--- config.mk ---
export PLATFORM = sky130hd
export DESIGN_NAME = mpadder
export DESIGN_NICKNAME = d
export VERILOG_FILES = /design/src/rtl/mpadder.sv
export SDC_FILE = /design/constraint.sdc
export NUM_CORES = 2
export LEC_CHECK = 0
export ABC_AREA = 1
export BUFFER_PORTS_ARGS = -buffer_cell sky130_fd_sc_hd__buf_4
export CORE_AREA = 4 4 594 596
export CTS_CLUSTER_DIAMETER = 200
export DETAILED_ROUTE_END_ITERATION = 10
export DIE_AREA = 0 0 598 600
export SYNTH_ARGS = -nofsm -noshare
export SYNTH_HDL_FRONTEND = slang
export SYNTH_SLANG_ARGS = --single-unit
export TNS_END_PERCENT = 20
--- constraint.sdc ---
create_clock -name clk -period 3.7 [get_ports clk]
set_clock_uncertainty 0.15 [all_clocks]
set_input_delay 0.555 -clock clk [delete_from_list [all_inputs] [get_ports clk]]
set_output_delay 0.555 -clock clk [all_outputs]
set_load 0.02 [all_outputs]
--- src/rtl/mpadder.sv ---
// mpadder: multi-cycle wide adder/subtractor for the Montgomery datapath.
// Operands are processed LIMB bits per clock with a registered carry, so the
// critical path is one LIMB-bit adder instead of a full-width carry chain.
//
// Parameters:
//   WIDTH   operand width; the result is WIDTH+1 bits
//   LIMB    bits processed per cycle (1 <= LIMB <= WIDTH+1)
// Ports:
//   clk       rising-edge clock
//   resetn    synchronous active-low reset
//   start     request an operation; accepted in IDLE or DONE
//   subtract  0: a+b, 1: a-b (captured with start)
//   shift     1: logical right shift of the result by one (captured with start)
//   in_a      operand A, unsigned (captured on the accepting edge)
//   in_b      operand B, unsigned (captured on the accepting edge)
//   result    registered result, held until the next operation completes
//   done      one-cycle pulse when result becomes valid
//   busy      high while an operation is in flight
module mpadder #(
  parameter int unsigned WIDTH = 514,
  parameter int unsigned LIMB  = 128
) (
  input  logic             clk,
  input  logic             resetn,
  input  logic             start,
  input  logic             subtract,
  input  logic             shift,
  input  logic [WIDTH-1:0] in_a,
  input  logic [WIDTH-1:0] in_b,
  output logic [WIDTH:0]   result,
  output logic             done,
  output logic             busy
);

  localparam int unsigned NLIMBS = (WIDTH + LIMB) / LIMB;  // ceil((WIDTH+1)/LIMB)
  localparam int unsigned EXT    = NLIMBS * LIMB;
  localparam int unsigned CW     = (NLIMBS > 1) ? $clog2(NLIMBS) : 1;
  localparam logic [CW-1:0] LAST = CW'(NLIMBS - 1);

  typedef enum logic [1:0] {
    S_IDLE,
    S_ADD,
    S_DONE
  } state_e;

  state_e          state_q, state_d;
  logic [EXT-1:0]  a_q, a_d;
  logic [EXT-1:0]  b_q, b_d;
  logic [EXT-1:0]  acc_q, acc_d;
  logic            carry_q, carry_d;
  logic [CW-1:0]   cnt_q, cnt_d;
  logic            shift_q, shift_d;
  logic [WIDTH:0]  result_q, result_d;

  logic [LIMB:0]   limb_sum;
  logic [EXT-1:0]  acc_shift;
  logic [WIDTH:0]  sum_full;

  // Operand registers shift down one limb per cycle so the adder always sees
  // limb 0; sums enter the accumulator from the top, leaving the full sum in
  // natural bit order after NLIMBS cycles.
  always_comb begin
    limb_sum  = {1'b0, a_q[LIMB-1:0]} + {1'b0, b_q[LIMB-1:0]} + (LIMB+1)'(carry_q);
    acc_shift = acc_q >> LIMB;
    acc_shift[EXT-1 -: LIMB] = limb_sum[LIMB-1:0];
    sum_full  = acc_shift[WIDTH:0];
  end

  always_comb begin
    state_d  = state_q;
    a_d      = a_q;
    b_d      = b_q;
    acc_d    = acc_q;
    carry_d  = carry_q;
    cnt_d    = cnt_q;
    shift_d  = shift_q;
    result_d = result_q;
    unique case (state_q)
      S_IDLE, S_DONE: begin
        if (start) begin
          a_d     = EXT'(in_a);
          // Subtraction as a + ~b + 1 over the extended width.
          b_d     = subtract ? ~(EXT'(in_b)) : EXT'(in_b);
          carry_d = subtract;
          shift_d = shift;
          cnt_d   = '0;
          state_d = S_ADD;
        end else if (state_q == S_DONE) begin
          state_d = S_IDLE;
        end
      end
      S_ADD: begin
        a_d     = a_q >> LIMB;
        b_d     = b_q >> LIMB;
        acc_d   = acc_shift;
        carry_d = limb_sum[LIMB];
        cnt_d   = cnt_q + 1'b1;
        if (cnt_q == LAST) begin
          result_d = shift_q ? {1'b0, sum_full[WIDTH:1]} : sum_full;
          state_d  = S_DONE;
        end
      end
      default: state_d = S_IDLE;
    endcase
  end

  always_ff @(posedge clk) begin
    if (!resetn) begin
      state_q  <= S_IDLE;
      a_q      <= '0;
      b_q      <= '0;
      acc_q    <= '0;
      carry_q  <= 1'b0;
      cnt_q    <= '0;
      shift_q  <= 1'b0;
      result_q <= '0;
    end else begin
      state_q  <= state_d;
      a_q      <= a_d;
      b_q      <= b_d;
      acc_q    <= acc_d;
      carry_q  <= carry_d;
      cnt_q    <= cnt_d;
      shift_q  <= shift_d;
      result_q <= result_d;
    end
  end

  assign result = result_q;
  assign done   = (state_q == S_DONE);
  assign busy   = (state_q == S_ADD);

endmodule

# Word-level counts from Yosys, hierarchy flattened
# Cells that the tools add are included.
totals:
  inputBits: 1033
  register_bits: 2442
  elab_cells: 39
classes:
  n_bitwise: 1
  n_eq_ne: 6
  addsub: 3
  n_mux: 14
  reduce_logical: 7
op_table:
  columns: ["operator", "count"]
  rows:
  - ["one-hot mux 640 bit (2 select lines)", 2]
  - ["two-way mux 640 bit", 3]
  - ["NOT 514 -> 640 bit", 1]
  - ["two-way mux 515 bit", 1]
  - ["adder 128 x 128 -> 129 bit", 1]
  - ["adder 129 x 1 -> 129 bit", 1]
  - ["AND reduction 2 bit", 4]
  - ["two-way mux 2 bit", 3]
  - ["one-hot mux 3 bit (2 select lines)", 1]
  - ["one-hot mux 2 bit (2 select lines)", 1]
  - ["adder 3 x 1 -> 3 bit, second input constant", 1]
  - ["equality test 3 bit, second input constant", 1]
  - ["two-way mux 3 bit", 1]
  - ["!= test 3 bit, second input constant", 1]
  - ["equality test 2 x 1 -> 1 bit, second input constant", 1]
  - ["equality test 2 bit, second input constant", 1]
  - ["zero test 2 bit", 1]
  - ["!= test 2 x 1 -> 1 bit, second input constant", 1]
  - ["!= test 2 bit, second input constant", 1]
  - ["one-hot mux 1 bit (2 select lines)", 1]
  - ["nonzero test 2 bit", 1]
  - ["OR reduction 2 bit", 1]
  - ["two-way mux 1 bit", 1]

# Depth between registers and ports, before layout
logic_depth:
  depth_word: 4
  depth_mapped: 19

# Worst setup path after synthesis
# No wires, ideal clock.
synth_timing:
  path_kind: "reg2reg"
  from: "register a_q[0]"
  to: "register acc_q[604]"
  setup_ns: 0.132
  slack_ns: 1.438
  t_arrival_ns: 1.980
  required_time_ns: 3.418
  path_stages_with_launch: 20
  path_cell_list: "dfxtp_1 fa_1 inv_1 fa_1 inv_1 nand2_1 nand2_1 nand3_1 nand2_2 nand2_1 nand2_2 nand2_1 nand2_1 nand2_1 nand2_2 nand2_1 nand2_1 nand2_1 nand3_1 a21oi_1"
synth_via:
  elab_chain_len: 2
synth_rtl:
  columns: ["element", "line", "text"]
  rows:
  - ["from (decl)", "47", "logic [EXT-1:0] a_q, a_d;"]
  - ["from (signal assigned)", "110", "a_q <= '0;"]
  - ["from (signal assigned)", "119", "a_q <= a_d;"]
  - ["adder 128 x 128 -> 129 bit", "63", "limb_sum = {1'b0, a_q[LIMB-1:0]} + {1'b0, b_q[LIMB-1:0]} + (LIMB+1)'(carry_q);"]
  - ["adder 129 x 1 -> 129 bit", "63", null]
  - ["to (signal assigned)", "112", "acc_q <= '0;"]
  - ["to (signal assigned)", "121", "acc_q <= acc_d;"]
  - ["to (decl)", "49", "logic [EXT-1:0] acc_q, acc_d;"]
# No other way between the ends.
# A chain may end at the register's enable or synchronous reset.

# Final worst setup path
layout_timing:
  from: "register carry_q"
  to: "register acc_q[562]"
layout_via:
  elab_chain_len: 1
layout_rtl:
  columns: ["element", "line", "text"]
  rows:
  - ["from (decl)", "50", "logic carry_q, carry_d;"]
  - ["from (signal assigned)", "122", "carry_q <= carry_d;"]
  - ["adder 129 x 1 -> 129 bit", "63", null]
# No other way between the ends.

==> run_results.csv <==
group,metric,value,unit
power,p_per_area,470,nW/um^2
timing,fin_ws,0.0781,ns
final_layout,drive_above_1_share,17.5,%
floorplanning,die_w,598,um
route,drc,2,
final_layout,nets,17432,
logic_synthesis,synth.distinct_cells,39,
clocking,h-tree-depth,4,
worst_setup_path,worstPathMaxFanout,4,
grt,grt_pass1_vias,98909,
grt,grtUsageTotal,28.8,%
placed_design,gp_congestion,1.01,
route,wirelength,545000,um
route,drtIter0Drc,11087,
logic_synthesis,ys_seq_area_share,41.6,%
timing,setup_viol,0,
clocking,cts_tree,"yes",
clocking,clk_pin_slew_worst_paths,0.06,ns
floorplanning,die-area,359000,sq um
logic_synthesis,synth_warnings,0,
grt,grt_util_met1,36.5,%
grt,antenna_found_initial,219,
grt,grt_overflow,0,
worst_setup_path,endpoint_kind,"register",
floorplanning,pin_count,1550,
floorplanning,rows,217,
logic_synthesis,syn_area_per_cell,6.89,sq um
clocking,cts-root-buf,"clkbuf_16",
power,power_leakage,56.6,nW
grt,grt_pass1_wl,748000,um
route,dr.pass1.iters,11,
min_path,min_path_type,"input pin to register",
outcome,violations,"design-rule violations",
grt,met3_usage,5.59,%
worst_setup_path,critical_path_required,4.28,ns
clocking,insertion_delay,0.94,ns
grt,grt_max_degree,203,
route,wl_per_cell,25.7,um
route,vias,108952,
final_layout,final_core_util,38.2,%
timing,post-route-period-util,97.9,%
timing,timing.setup.tns,0,ns
logic_synthesis,syn-num-nets,15575,
floorplanning,core,348000,sq um
final_layout,seq_area,41300,sq um
timing,fin_crit,3.62,ns
worst_setup_path,critPathArrivalTime,4.21,ns
timing,slew_violations,0,
final_layout,final_cell_mix,"nand2_1 (3430), o21ai_0 (2272), dfxtp_1 (2062)",
timing,whs,0.0493,ns
timing,rsz0062_at_grt,"false",
final_layout,fill_cells,36557,
final_layout,syn_to_final_growth,33.8,%
clocking,clockBufferDepth,4,
route,viasPerCell,5.14,
clocking,cts_buffers,237,
logic_synthesis,ys_ff_latch,2063,
final_layout,multi_input_area,49300,sq um
final_layout,final_common_cell,"nand2_1",
logic_synthesis,synthCells,14411,
outcome,outcome,"finished, violations left",
floorplanning,fp.dieH,600,um
placed_design,place_ws,0.196,ns
run,drv_cap,0,
timing,tightest_slew,1.32,ns
clocking,cts_setup_buffers,0,
worst_setup_path,crit_type,"register to register",
logic_synthesis,netlist_area,99300,sq um
timing,max_freq,0.276,GHz
floorplanning,start_util,28.5,%
power,ir_drop,0.520,mV
timing,hold_viol,0,
placed_design,portBuffers,1549,
worst_setup_path,worstSetupStartpointType,"register",
grt,busiest_layer,"met2",
clocking,cts.sinks,2063,
grt,grtUsageMet2,45.5,%
route,ant_nets,0,
timing,slew_headroom,11.0,%
placed_design,hpwl,422000,um
[cell usage after synthesis (all sizes together)]
| library cell | count | share of area (%) |
|---|---|---|
| or2 | 388 | 2.4 |
| o21bai | 7 | 0.053 |
| inv | 1154 | 4.4 |
| o211ai | 107 | 0.81 |
| ha | 129 | 1.6 |
| clkinv | 3 | 0.011 |
| a21o | 2 | 0.015 |
| o21ai | 2281 | 11 |
| nor3 | 31 | 0.25 |
| nand3b | 13 | 0.10 |
| a21oi | 1537 | 7.8 |
| fa | 2 | 0.040 |
| xor2 | 8 | 0.071 |
| nand3 | 559 | 3.0 |
| buf | 278 | 1.4 |
| nand4 | 19 | 0.12 |
| o22ai | 386 | 2.4 |
| a31oi | 516 | 3.3 |
| nand2 | 3502 | 13 |
| dfxtp | 2063 | 42 |
| a211oi | 1 | 0.0076 |
| and2 | 2 | 0.014 |
| xnor2 | 22 | 0.19 |
| nor2 | 574 | 2.5 |
| clkbuf | 827 | 3.1 |
[kinds of logic after synthesis]
logic type	share of synthesized area, %
buffers and inverters	8.86
DFF	41.6
AOI/OAI and AO/OA	25.8
and+or+nand+nor	21.8
xor gates and xnor gates	0.265
adders and majority gates	1.67
[sequential cells by signal, indices dropped and copies added, names as in the netlist]
signal,flops
b_q,515
result,515
a_q,514
acc_q,512
cnt_q,3
state_q,2
carry_q,1
shift_q,1
[worst paths after layout]
check | depth (start not counted) | endpoint | start | slack, ns
max | 12 | acc_q[562] | carry_q | 0.08
min | 6 | b_q[472] | in_b[472] | 0.05
max reg2reg | 12 | acc_q[562] | carry_q | 0.08
min reg2reg | 2 | result[305] | acc_q[433] | 0.31
[critical path: stages (launching register included)]
cell	delay, ns
dfxtp_1	0.41
fa_1	0.49
inv_1	0.11
fa_1	0.24
inv_1	0.09
nand3_1	0.10
nand3_2	0.20
nand2_1	0.14
nand2_2	0.10
nand3_1	0.09
nand2_1	0.26
o21ai_0	0.91
a21oi_1	0.13
[layer usage]
metal | vias up | share of wire [%]
met5 | - | 0.092
met2 | 4761 | 44
li1 | 52087 | -
met1 | 50805 | 41
met3 | 1217 | 7.6
met4 | 82 | 6.9
[timing repair]
action / 4_1_cts / 5_1_grt
gates resized for setup: 0 / 0
hold buffers: 882 / 0
hold endpoints to repair: 887 / 0
[final cells by class]
type | instances | share of cell area [%]
antenna | 130 | 0.245
clock buffer | 333 | 5.13
clock inverter | 100 | 1.04
inverter | 1157 | 3.30
multi-input combinational | 10086 | 37.1
sequential | 2063 | 31.1
tap | 4599 | 4.33
timing repair buffer | 2723 | 17.8
[stage by stage]
stage,std cells,power (mW),instance area (sq um)
global placement,19746,36.6,116000
CTS,21061,62.7,133000
detailed placement,19746,36.7,116000
floorplan,14411,31.1,99300
global route,21140,64.7,133000
finish,21191,62.4,133000
[report_power, final]
group | internal, mW | switching (mW) | leakage [nW] | total, mW
combinational | 4.22 | 7.71 | 35.6 | 11.9
clock | 14.5 | 10.6 | 4.03 | 25.1
sequential | 23.9 | 1.59 | 16.9 | 25.4
total | 42.6 | 19.9 | 56.6 | 62.4
Power figures use the tool's default switching activity.
